--- config.mk ---
export PLATFORM = sky130hd
export DESIGN_NAME = multi_ch_filter
export DESIGN_NICKNAME = d
export VERILOG_FILES = /design/src/rtl/filter_ch.sv /design/src/rtl/multi_ch_filter.sv
export SDC_FILE = /design/constraint.sdc
export NUM_CORES = 1
export LEC_CHECK = 0
export ABC_CLOCK_PERIOD_IN_PS = 960
export CORE_MARGIN = 2
export CORE_UTILIZATION = 35
export DETAILED_ROUTE_END_ITERATION = 6
export HOLD_SLACK_MARGIN = 0.1
export PLACE_DENSITY = 0.55
export SLEW_MARGIN = 40
export SYNTH_ARGS = -nofsm -noshare
export SYNTH_HDL_FRONTEND = slang
export SYNTH_SLANG_ARGS = --single-unit
--- constraint.sdc ---
create_clock -name clk -period 0.96 [get_ports clk]
set_input_delay 0.144 -clock clk [delete_from_list [all_inputs] [get_ports clk]]
set_output_delay 0.144 -clock clk [all_outputs]
set_load 0.02 [all_outputs]
--- src/rtl/filter_ch.sv ---
// One debounce channel: 2-flop synchroniser, sample history with unanimous-vote
// hysteresis, and one-cycle rise/fall strobes on the filtered level.
module filter_ch #(
  parameter int unsigned DEPTH = 4
) (
  input  logic clk,
  input  logic rst_n,
  input  logic din_i,
  input  logic stb_i,
  input  logic clr_i,
  output logic dout_o,
  output logic rise_o,
  output logic fall_o
);

  logic [1:0]       sync_q;
  logic [DEPTH-1:0] hist_q;
  logic [DEPTH-1:0] hist_d;
  logic             all_one;
  logic             all_zero;
  logic             dout_q;
  logic             rise_q;
  logic             fall_q;

  // The synchroniser free-runs; only reset touches it.
  always_ff @(posedge clk or negedge rst_n) begin
    if (!rst_n) begin
      sync_q <= '0;
    end else begin
      sync_q <= {sync_q[0], din_i};
    end
  end

  always_comb begin
    hist_d   = {hist_q[DEPTH-2:0], sync_q[1]};
    all_one  = &hist_d;
    all_zero = ~|hist_d;
  end

  always_ff @(posedge clk or negedge rst_n) begin
    if (!rst_n) begin
      hist_q <= '0;
      dout_q <= 1'b0;
      rise_q <= 1'b0;
      fall_q <= 1'b0;
    end else if (clr_i) begin
      hist_q <= '0;
      dout_q <= 1'b0;
      rise_q <= 1'b0;
      fall_q <= 1'b0;
    end else begin
      rise_q <= stb_i & ~dout_q & all_one;
      fall_q <= stb_i & dout_q & all_zero;
      if (stb_i) begin
        hist_q <= hist_d;
        // Mixed history keeps the current level.
        if (all_one) begin
          dout_q <= 1'b1;
        end else if (all_zero) begin
          dout_q <= 1'b0;
        end
      end
    end
  end

  assign dout_o = dout_q;
  assign rise_o = rise_q;
  assign fall_o = fall_q;

endmodule

--- src/rtl/multi_ch_filter.sv ---
// Multi-channel debounce filter: shared sample prescaler feeding CH independent
// filter_ch instances, plus a registered copy of the sample strobe.
module multi_ch_filter #(
  parameter int unsigned CH    = 4,
  parameter int unsigned DEPTH = 4,
  parameter int unsigned DIV   = 1
) (
  input  logic          clk,
  input  logic          rst_n,
  input  logic [CH-1:0] din_i,
  input  logic          en_i,
  input  logic          clr_i,
  output logic [CH-1:0] dout_o,
  output logic [CH-1:0] rise_o,
  output logic [CH-1:0] fall_o,
  output logic          tick_o
);

  localparam int unsigned CntW = (DIV > 1) ? $clog2(DIV) : 1;
  localparam logic [CntW-1:0] CntMax = CntW'(DIV - 1);

  logic [CntW-1:0] cnt_q;
  logic [CntW-1:0] cnt_d;
  logic            stb;
  logic            tick_q;

  // With DIV=1 the counter is stuck at 0 == CntMax, so stb follows en.
  assign stb = en_i & (cnt_q == CntMax);

  always_comb begin
    cnt_d = cnt_q;
    if (clr_i) begin
      cnt_d = '0;
    end else if (en_i) begin
      cnt_d = (cnt_q == CntMax) ? '0 : cnt_q + CntW'(1);
    end
  end

  always_ff @(posedge clk or negedge rst_n) begin
    if (!rst_n) begin
      cnt_q  <= '0;
      tick_q <= 1'b0;
    end else begin
      cnt_q  <= cnt_d;
      tick_q <= stb & ~clr_i;
    end
  end

  for (genvar g = 0; g < CH; g++) begin : g_ch
    filter_ch #(
      .DEPTH (DEPTH)
    ) u_ch (
      .clk    (clk),
      .rst_n  (rst_n),
      .din_i  (din_i[g]),
      .stb_i  (stb),
      .clr_i  (clr_i),
      .dout_o (dout_o[g]),
      .rise_o (rise_o[g]),
      .fall_o (fall_o[g])
    );
  end

  assign tick_o = tick_q;

endmodule

==> results.txt, run 1 <==
Final Cycle Share = 1.03
Core area = 3940 µm²
Highest Clock Rate = 1.01 GHz
CTS Sinks = 33
DRC viols = 0
Max FO, Critical Path = 4
Netlist cell types = 17
Global Route Usage Sum = 0.139
TritonCTS Buffers = 5
Dpl cell area = 1700 µm²
CTS tree = built
Most common cell after layout, fill and taps aside = dfrtp_1
Critical path launch point type = flop
Post-route antenna net violation count = 0
Sequential fraction of the synthesis area = 0.588
Worst Tran Pin Value = 0.254 ns
Status = finished with violations
Root buf cell = clkbuf_8
Ys Warns = 0
H-tree depth = 2
Final Max Slew Viols = 0
Area Overhead vs Synth = 40.2%
Initial antenna violation count = 0
Mapped Nets = 115
First-iteration detailed-routing DRC count = 26
Unrepaired setup endpoints after global routing = yes
Flops & latches, synth = 33
CTS Buffer Depth = 2
Vias = 922
WL/cell = 14.1 µm
Area share of the largest cell type after synthesis = 0.588
Post-Route WL = 2770 µm
Worst slew margin = 0.831
Diodes inserted = 0
Die Height = 67.4 µm
Fin area = 1970 µm²
Util after Layout = 0.500
Die area = 4540 µm²
Grt ovf = 0
Hpwl dp = 1690 µm
Data arrival time of the worst path = 1.20 ns
Final setup skew = 0.000900 ns
Drt first pass iters = 2
Global-route wire length before repair = 4490 µm
Gate Count Post-Synth = 107
Routability Congestion = 0.783
HP Class = input pin to asynchronous set/reset pin
Port Buffers = 20
Largest net degree at the start of global routing = 34
Placed cells = 178
Leakage power = 0.914 nW
Vias/cell = 4.70
Dominant cells by area after synthesis = dfrtp_1 59%, mux2i_1 8.5%, buf_4 6.4%, a41oi_2 4.6%, a2111oi_2 4.3%
Final Setup Violations = 4
Clock Pin Slew Worst Setup and Hold Paths = 0.07 ns
Synthesized area = 1410 µm²
Setup TNS = -0.0461 ns
Maximum vdd drop = 0.869 mV
Average footprint of a synthesized cell = 13.1 µm²
Tmin final = 0.992 ns
Slack of the critical path = -0.0323 ns
Die width = 67.4 µm
Crit Path Class = flop to flop
Failing checks = setup timing
Boundary Pins = 21
Vias in the first global route = 977
Rows = 23
WP data required = 1.17 ns
Worst slack at placement = -0.415 ns
Layout Cells excl Fill = 196
Nets@finish = 153
Final hold vios = 0
Synth area leader = dfrtp_1
Commonest non-fill, non-tap cells in the layout = 30 x dfrtp_1, 18 x buf_4, 14 x nor2_1, 14 x buf_6, 12 x mux2i_1
MaxCap Viol Count = 0
CP endpoint kind = flop
Initial cell density of the core = 0.356
Fraction of layout cells with a size suffix above 1 = 0.473
Clock latency on the worst-skew pair = 0.28 ns
Cell Pwr Density = 1390 nW/µm²
Tot Pwr = 2.73 mW
Hold slack = 0.226 ns
==> flip-flops by register name, indices dropped and copies added (netlist names) <==
register,cells
g_ch.u_ch.sync_q,8
g_ch.u_ch.hist_q,12
g_ch.u_ch.dout_o,4
g_ch.u_ch.fall_o,4
tick_o,1
g_ch.u_ch.rise_o,4
==> where the power goes <==
part | total (mW) | leakage [nW] | switching, mW | internal [mW]
clock | 0.986 | 0.0395 | 0.471 | 0.514
sequential | 1.47 | 0.434 | 0.0400 | 1.43
combinational | 0.280 | 0.441 | 0.126 | 0.154
==> worst max-delay path, cell delays in order (launching register included) <==
cell	delay, ns
dfrtp_1	0.43
nor3_2	0.26
and4b_1	0.24
==> what timing repair did <==
action | 4_1_cts | 5_1_grt
gates resized for setup | 73 | 24
hold endpoints to repair | 0 | 0
setup buffers | 5 | 4
hold buffers | 0 | 0
pin swaps | 7 | 7
endpoints found under the setup margin | 34 | 24
gates cloned | 1 | 0
==> Yosys cell counts <==
| library cell | n |
|---|---|
| a2111oi_2 | 4 |
| clkbuf_1 | 1 |
| nor2b_1 | 4 |
| nor4b_1 | 3 |
| nand3_1 | 3 |
| nand2_1 | 2 |
| mux2i_1 | 12 |
| a41oi_2 | 4 |
| and4b_1 | 4 |
| buf_6 | 2 |
| nor3_1 | 4 |
| buf_4 | 12 |
| inv_2 | 1 |
| nor4_1 | 1 |
| dfrtp_1 | 33 |
| nand2b_4 | 1 |
| nor2_1 | 16 |
==> metal layers <==
metal	vias up	routed length, µm	global-route usage
li1	444	-	-
met1	455	1140	0.163
met2	18	1450	0.224
met3	5	119	0.0500
met4	0	53	0.0689
met5	-	0	0
==> final timing paths <==
| kind | from | to | slack, ns | cells past startpoint |
|---|---|---|---|---|
| worst max-delay path | g_ch[1].u_ch.sync_q[1]$_DFF_PN0_ | g_ch[1].u_ch.fall_o$_DFF_PN0_ | -0.03 | 2 |
| worst min-delay path | rst_n | g_ch[0].u_ch.rise_o$_DFF_PN0_ | 0.23 | 2 |
| worst max register to register | g_ch[1].u_ch.sync_q[1]$_DFF_PN0_ | g_ch[1].u_ch.fall_o$_DFF_PN0_ | -0.03 | 2 |
| worst min register to register | g_ch[0].u_ch.sync_q[0]$_DFF_PN0_ | g_ch[0].u_ch.sync_q[1]$_DFF_PN0_ | 0.35 | 0 |
| max in group asynchronous | rst_n | g_ch[2].u_ch.sync_q[1]$_DFF_PN0_ | 0.54 | 2 |
| min in group clk | clr_i | g_ch[0].u_ch.hist_q[2]$_DFFE_PN0P_ | 0.29 | 3 |
==> cells by family (layout without fill, tap and decap cells) <==
| logic type | count (synthesis) | after routing | synth area share |
|---|---|---|---|
| buffers and inverters | 16 | 55 | 0.0855 |
| multiplexers | 12 | 12 | 0.0855 |
| flip-flops | 33 | 33 | 0.588 |
| AND/OR/NAND/NOR | 38 | 38 | 0.152 |
| AO/OA/AOI/OAI | 8 | 8 | 0.0890 |
==> layout make-up <==
cell class                      count  area [µm²]
Fill cell                         336        1970
Sequential cell                    33         830
Multi-Input combinational cell     58         526
Timing Repair Buffer               46         468
Clock buffer                        8        80.1
Tap cell                           50        62.6
Inverter                            1        3.75
Power figures use the tool's default switching activity.
==> inputs of run 2 (changes only) <==
--- a/config.mk
+++ b/config.mk
@@ -5,12 +5,12 @@
 export SDC_FILE = /design/constraint.sdc
 export NUM_CORES = 1
 export LEC_CHECK = 0
-export ABC_CLOCK_PERIOD_IN_PS = 960
+export ABC_CLOCK_PERIOD_IN_PS = 1300
 export CORE_MARGIN = 2
 export CORE_UTILIZATION = 35
 export DETAILED_ROUTE_END_ITERATION = 6
 export HOLD_SLACK_MARGIN = 0.1
-export PLACE_DENSITY = 0.55
+export PLACE_DENSITY = 0.53
 export SLEW_MARGIN = 40
 export SYNTH_ARGS = -nofsm -noshare
 export SYNTH_HDL_FRONTEND = slang
==> constraint.sdc (replaced) <==
create_clock -name clk -period 1.3 [get_ports clk]
set_input_delay 0.195 -clock clk [delete_from_list [all_inputs] [get_ports clk]]
set_output_delay 0.195 -clock clk [all_outputs]
set_load 0.02 [all_outputs]
==> run 2 against run 1 <==
Effect of this change:
- the flow now finishes without violations
- clock skew about the same
- clock-buffer cell count down 1
- sequential cell count unchanged
- highest routed layer unchanged
- critical endpoint is now dout_o[2]
==> results.txt, run 2 (synthesis results as in run 1) <==
Status = complete, no violations
Final Cycle Share = 0.894
Drt first pass iters = 4 (+2)
Global Route Usage Sum = 0.125 (-0.0141)
Met3 usage = 0.0350 (-0.0150)
Clock latency on the worst-skew pair = 0.27 ns (about the same)
HP Class = input pin to asynchronous set/reset pin
Crit Path Class = flop to output pin
H-tree depth = 2 (unchanged)
Data arrival time of the worst path = 0.97 ns (-0.23 ns)
Fin area = 1720 µm² (-13%)
Boundary Pins = 21 (unchanged)
Largest registers = g_ch.u_ch.hist_q: 12 flops, g_ch.u_ch.sync_q: 8 flops
Grt ovf = 0 (unchanged)
Die area = 4540 µm² (unchanged)
Worst slew margin = 0.794 (-0.0368)
Highest Clock Rate = 0.861 GHz
Post-Route WL = 2280 µm (-18%)
Initial antenna violation count = 0 (unchanged)
Die width = 67.4 µm (unchanged)
Tmin final = 1.16 ns
Unrepaired setup endpoints after global routing = no
WP data required = 1.11 ns (-0.06 ns)
Critical path cell sequence = dlygate4sd2_1
Root buf cell = clkbuf_8
# fillers = 375 (+12%)
Port Buffers = 20 (unchanged)
Maximum vdd drop = 0.533 mV (-39%)
Vias in the first global route = 908 (-7.1%)
Critical path launch point type = flop
Final Setup Violations = 0 (-4)
Largest net degree at the start of global routing = 34 (unchanged)
Setup TNS = 0 ns (+0.0461 ns)
Biggest register = g_ch.u_ch.hist_q
CP endpoint kind = output pin
Fraction of layout cells with a size suffix above 1 = 0.202 (-0.271)
WL/cell = 12.7 µm (-10%)
Met2 Usage GRT = 0.200 (-0.0235)
CTS Sinks = 33 (unchanged)
TritonCTS Buffers = 5 (unchanged)
Most common cell after layout, fill and taps aside = dfrtp_1
Crit-path leading delay family = flip-flops
Final hold vios = 0 (unchanged)
Nets@finish = 137 (-10%)
Cell Pwr Density = 1150 nW/µm² (-17%)
Final setup skew = 0.00135 ns (+0.000452 ns)
Hold-fix buffers at CTS = 0 (unchanged)
Post-CTS Setup Inserts = 0 (-5)
Busiest grt layer = met2
Die Height = 67.4 µm (unchanged)
Vias/cell = 4.88 (+3.8%)
Number of flip-flops in the largest register = 12 (unchanged)
Crit path largest cell delay = 0.37 ns (-0.06 ns)
Rows = 23 (unchanged)
Dpl cell area = 1650 µm² (-2.7%)
Routability Congestion = 0.809 (+3.3%)
MaxCap Viol Count = 0 (unchanged)
First-iteration detailed-routing DRC count = 35 (+35%)
Commonest non-fill, non-tap cells in the layout = 33 x dfrtp_1, 16 x nor2_1, 13 x dlygate4sd2_1, 12 x mux2i_1, 8 x buf_4
Core area = 3940 µm² (unchanged)
Max FO, Critical Path = 2 (-2)
Met1 GRT Util = 0.144 (-0.0190)
Hpwl dp = 1560 µm (-7.7%)
Post-route antenna net violation count = 0 (unchanged)
Slowest cell on the critical path = dfrtp_1
Leakage power = 0.829 nW (-9.3%)
CTS Buffer Depth = 2 (unchanged)
Diodes inserted = 0 (unchanged)
DRC viols = 0 (unchanged)
Worst Tran Pin Value = 0.307 ns (+0.0533 ns)
Global-route wire length before repair = 4080 µm (-9.1%)
Final Max Slew Viols = 0 (unchanged)
CTS tree = built
Initial cell density of the core = 0.356 (unchanged)
Clock Pin Slew Worst Setup and Hold Paths = 0.06 ns (about the same)
CP bufs+invs = 1 (+1)
Area Overhead vs Synth = 22.5%
Vias = 874 (-5.2%)
## run 2: cell types whose count changed in the layout (fill, tap and decap cells not counted), sizes merged
cell	delta
dlygate4sd2	+13
buf	-28
bufbuf	-1
clkbuf	-1
dlymetal6s2s	-1
clkdlybuf4s15	-1
clkdlybuf4s50	+2
## run 2: worst reg2reg max path, cell delays in order, from the launching register on
cell     delay [ns]
dfrtp_1        0.43
nor3_1         0.31
and4b_1        0.23
## run 2: what timing repair did
| item | in CTS | in global routing |
|---|---|---|
| endpoints found under the hold margin | 0 | 0 |
| setup endpoints to repair | 13 | 0 |
| resized for setup | 13 | 0 |
## run 2: path summary, 6_finish.rpt
kind / endpoint / slack [ns] / cells past startpoint / startpoint
max in group asynchronous: g_ch[3].u_ch.hist_q[1]$_DFFE_PN0P_ / 0.84 / 2 / rst_n
min in group clk: g_ch[2].u_ch.sync_q[1]$_DFF_PN0_ / 0.35 / 0 / g_ch[2].u_ch.sync_q[0]$_DFF_PN0_
worst max-delay path: dout_o[2] / 0.14 / 1 / g_ch[2].u_ch.dout_o$_DFFE_PN0P_
worst min register to register: g_ch[2].u_ch.sync_q[1]$_DFF_PN0_ / 0.35 / 0 / g_ch[2].u_ch.sync_q[0]$_DFF_PN0_
worst min-delay path: g_ch[2].u_ch.rise_o$_DFF_PN0_ / 0.29 / 2 / rst_n
worst max register to register: g_ch[3].u_ch.fall_o$_DFF_PN0_ / 0.27 / 2 / g_ch[3].u_ch.hist_q[0]$_DFFE_PN0P_
## run 2: per-stage QoR
step / total power, mW / worst slack, ns / std cells / util / hold slack, ns
after CTS: 2.02 / 0.119 / 179 / 0.437 / 0.292
after global placement: 1.25 / -0.147 / 172 / 0.419 / 0.331
after detailed placement: 1.25 / -0.148 / 172 / 0.419 / 0.335
final: 1.98 / 0.138 / 179 / 0.437 / 0.292
after global routing: 2.08 / 0.0895 / 179 / 0.437 / 0.306
after floorplan: 1.17 / 0.361 / 107 / - / -0.101
## run 2: power by group
part | internal, mW | switching (mW)
Combinational | 0.0705 | 0.0768
Sequential | 1.05 | 0.0284
Clock | 0.419 | 0.329
## run 2: final cells by class
type / count / area (µm²) / area share
repair buffers: 30 / 284 / 0.165
multi-input cells: 58 / 459 / 0.267
flip-flops and latches: 33 / 826 / 0.480
inverters: 1 / 3.75 / 0.00218
well taps: 50 / 62.6 / 0.0363
clock buffers: 7 / 86.3 / 0.0501
## run 2: layer usage
metal	up-vias	wire, µm
met2	19	1120
met5	-	0
met3	7	113
met4	0	63
met1	437	982
li1	411	-
==> inputs of run 3 (changes only) <==
--- a/config.mk
+++ b/config.mk
@@ -8,9 +8,9 @@
 export ABC_CLOCK_PERIOD_IN_PS = 1300
 export CORE_MARGIN = 2
 export CORE_UTILIZATION = 35
+export CTS_CLUSTER_SIZE = 20
 export DETAILED_ROUTE_END_ITERATION = 6
 export HOLD_SLACK_MARGIN = 0.1
-export PLACE_DENSITY = 0.53
 export SLEW_MARGIN = 40
 export SYNTH_ARGS = -nofsm -noshare
 export SYNTH_HDL_FRONTEND = slang
==> run 3 against run 2 <==
Effect of this change:
- non-clock buffer count did not move
- cell count rose by 0.56%
- register-to-register slack got worse by 0.03 ns
- maximum frequency fell by 1.8%
- sequential power barely moved
- clock skew barely moved
- global-route usage fell by 0.22 points
- critical path depth did not move
- first-iteration DRC count fell by 31%
- sequential share of layout area rose by 0.17 points
- combinational power barely moved
==> results.txt, run 3 (synthesis results as in run 1) <==
Initial antenna violation count = 0 (unchanged)
Max FO, Critical Path = 2 (unchanged)
Final hold vios = 0 (unchanged)
Die Height = 67.4 µm (unchanged)
Cell Pwr Density = 1140 nW/µm² (-1.1%)
Final setup skew = 0.00132 ns (-0.0000283 ns)
Crit Path Class = flop to output pin
CTS Sinks = 33 (unchanged)
Maximum vdd drop = 0.609 mV (+14%)
Worst slack at placement = -0.118 ns (+0.0305 ns)
Final Max Slew Viols = 0 (unchanged)
Slowest cell on the critical path = dfrtp_1
Unrepaired setup endpoints after global routing = no
Die width = 67.4 µm (unchanged)
Boundary Pins = 21 (unchanged)
Routability Congestion = 0.779 (-3.8%)
Vias/cell = 4.81 (-1.6%)
Biggest register = g_ch.u_ch.hist_q
Hpwl dp = 1550 µm (-0.39%)
TritonCTS Buffers = 5 (unchanged)
Grt ovf = 0 (unchanged)
Critical path cell sequence = dlygate4sd2_1
Setup TNS = 0 ns (unchanged)
Global Route Usage Sum = 0.122 (-0.00222)
CTS tree = built
Placed cells = 172 (unchanged)
Critical path launch point type = flop
Final Cycle Share = 0.911 (+0.0168)
Area Overhead vs Synth = 22.1%
Dpl cell area = 1650 µm² (unchanged)
Initial cell density of the core = 0.356 (unchanged)
CTS Buffer Depth = 2 (unchanged)
Hold slack = 0.283 ns (-0.00878 ns)
Tot Pwr = 1.95 mW (-1.4%)
Root buf cell = clkbuf_8
Port Buffers = 20 (unchanged)
Commonest non-fill, non-tap cells in the layout = 33 x dfrtp_1, 16 x nor2_1, 13 x dlygate4sd2_1, 12 x mux2i_1, 8 x buf_4
Post-CTS Setup Inserts = 0 (unchanged)
Clock latency on the worst-skew pair = 0.28 ns (about the same)
Die area = 4540 µm² (unchanged)
Slack of the critical path = 0.116 ns (-0.0218 ns)
Highest Clock Rate = 0.845 GHz (-1.8%)
Util after Layout = 0.435 (-0.00159)
Core area = 3940 µm² (unchanged)
Layout Cells excl Fill = 180 (+0.56%)
Crit path largest cell delay = 0.39 ns (+0.02 ns)
Hold-fix buffers at CTS = 0 (unchanged)
WP data required = 1.11 ns (about the same)
HP Class = input pin to asynchronous set/reset pin
Worst Tran Pin Value = 0.317 ns (+0.0101 ns)
Status = complete, no violations
Vias = 865 (-1.0%)
H-tree depth = 2 (unchanged)
Fraction of layout cells with a size suffix above 1 = 0.192 (-0.00924)
Clock Pin Slew Worst Setup and Hold Paths = 0.06 ns (about the same)
Worst slew margin = 0.787 (-0.00678)
Tmin final = 1.18 ns (+0.0218 ns)
Crit-path leading delay family = flip-flops
Most common cell after layout, fill and taps aside = dfrtp_1
WL/cell = 12.7 µm (-0.12%)
Global-route wire length before repair = 3950 µm (-3.2%)
Drt first pass iters = 4 (unchanged)
CP bufs+invs = 1 (unchanged)
First-iteration detailed-routing DRC count = 24 (-31%)
Leakage power = 0.825 nW (-0.58%)
Rows = 23 (unchanged)
Final Setup Violations = 0 (unchanged)
Fin area = 1720 µm² (-0.36%)
Diodes inserted = 0 (unchanged)
Data arrival time of the worst path = 0.99 ns (+0.02 ns)
DRC viols = 0 (unchanged)
Post-route antenna net violation count = 0 (unchanged)
Vias in the first global route = 882 (-2.9%)
Number of flip-flops in the largest register = 12 (unchanged)
CP endpoint kind = output pin
Nets@finish = 137 (unchanged)
Largest registers = g_ch.u_ch.hist_q: 12 flops, g_ch.u_ch.sync_q: 8 flops
MaxCap Viol Count = 0 (unchanged)
Largest net degree at the start of global routing = 34 (unchanged)
Post-Route WL = 2290 µm (+0.44%)
==> run 3: changes by cell type in the layout (fill, tap and decap cells not counted) <==
cell | before | now
clkbuf_8 | 6 | 5
clkbuf_1 | 1 | 3
==> run 3: cell type report <==
cell class / instances / area [µm²]
repair buffers: 30 / 284
flip-flops and latches: 33 / 826
clock buffers: 8 / 80.1
well taps: 50 / 62.6
fillers: 373 / 2230
multi-input cells: 58 / 459
inverters: 1 / 3.75
==> run 3: where the power goes <==
group	internal (mW)	total, mW	switching, mW
Sequential	1.05	1.08	0.0276
Clock	0.380	0.722	0.342
Combinational	0.0705	0.147	0.0767
Total	1.50	1.95	0.446
==> run 3: worst paths after layout <==
check	slack, ns	cells after the start	to	start
setup reg to reg	0.24	2	g_ch[3].u_ch.fall_o$_DFF_PN0_	g_ch[3].u_ch.hist_q[0]$_DFFE_PN0P_
setup / recovery	0.12	1	dout_o[1]	g_ch[1].u_ch.dout_o$_DFFE_PN0P_
max in group asynchronous	0.85	2	g_ch[3].u_ch.fall_o$_DFF_PN0_	rst_n
min in group clk	0.35	1	g_ch[0].u_ch.sync_q[0]$_DFF_PN0_	din_i[0]
hold / removal	0.28	2	g_ch[2].u_ch.fall_o$_DFF_PN0_	rst_n
hold reg to reg	0.35	0	g_ch[3].u_ch.sync_q[1]$_DFF_PN0_	g_ch[3].u_ch.sync_q[0]$_DFF_PN0_
==> run 3: repair_timing <==
item                                   4_1_cts  5_1_grt
resized for setup                           13        0
setup endpoints to repair                   13        0
endpoints found under the hold margin        0        0
==> run 3: routing by layer <==
metal  up-vias  GRT usage  wire length, µm
li1        411          -                -
met3         6     0.0500              119
met2        19      0.199             1120
met1       429      0.135              979
met5         -          0                0
met4         0     0.0689               63
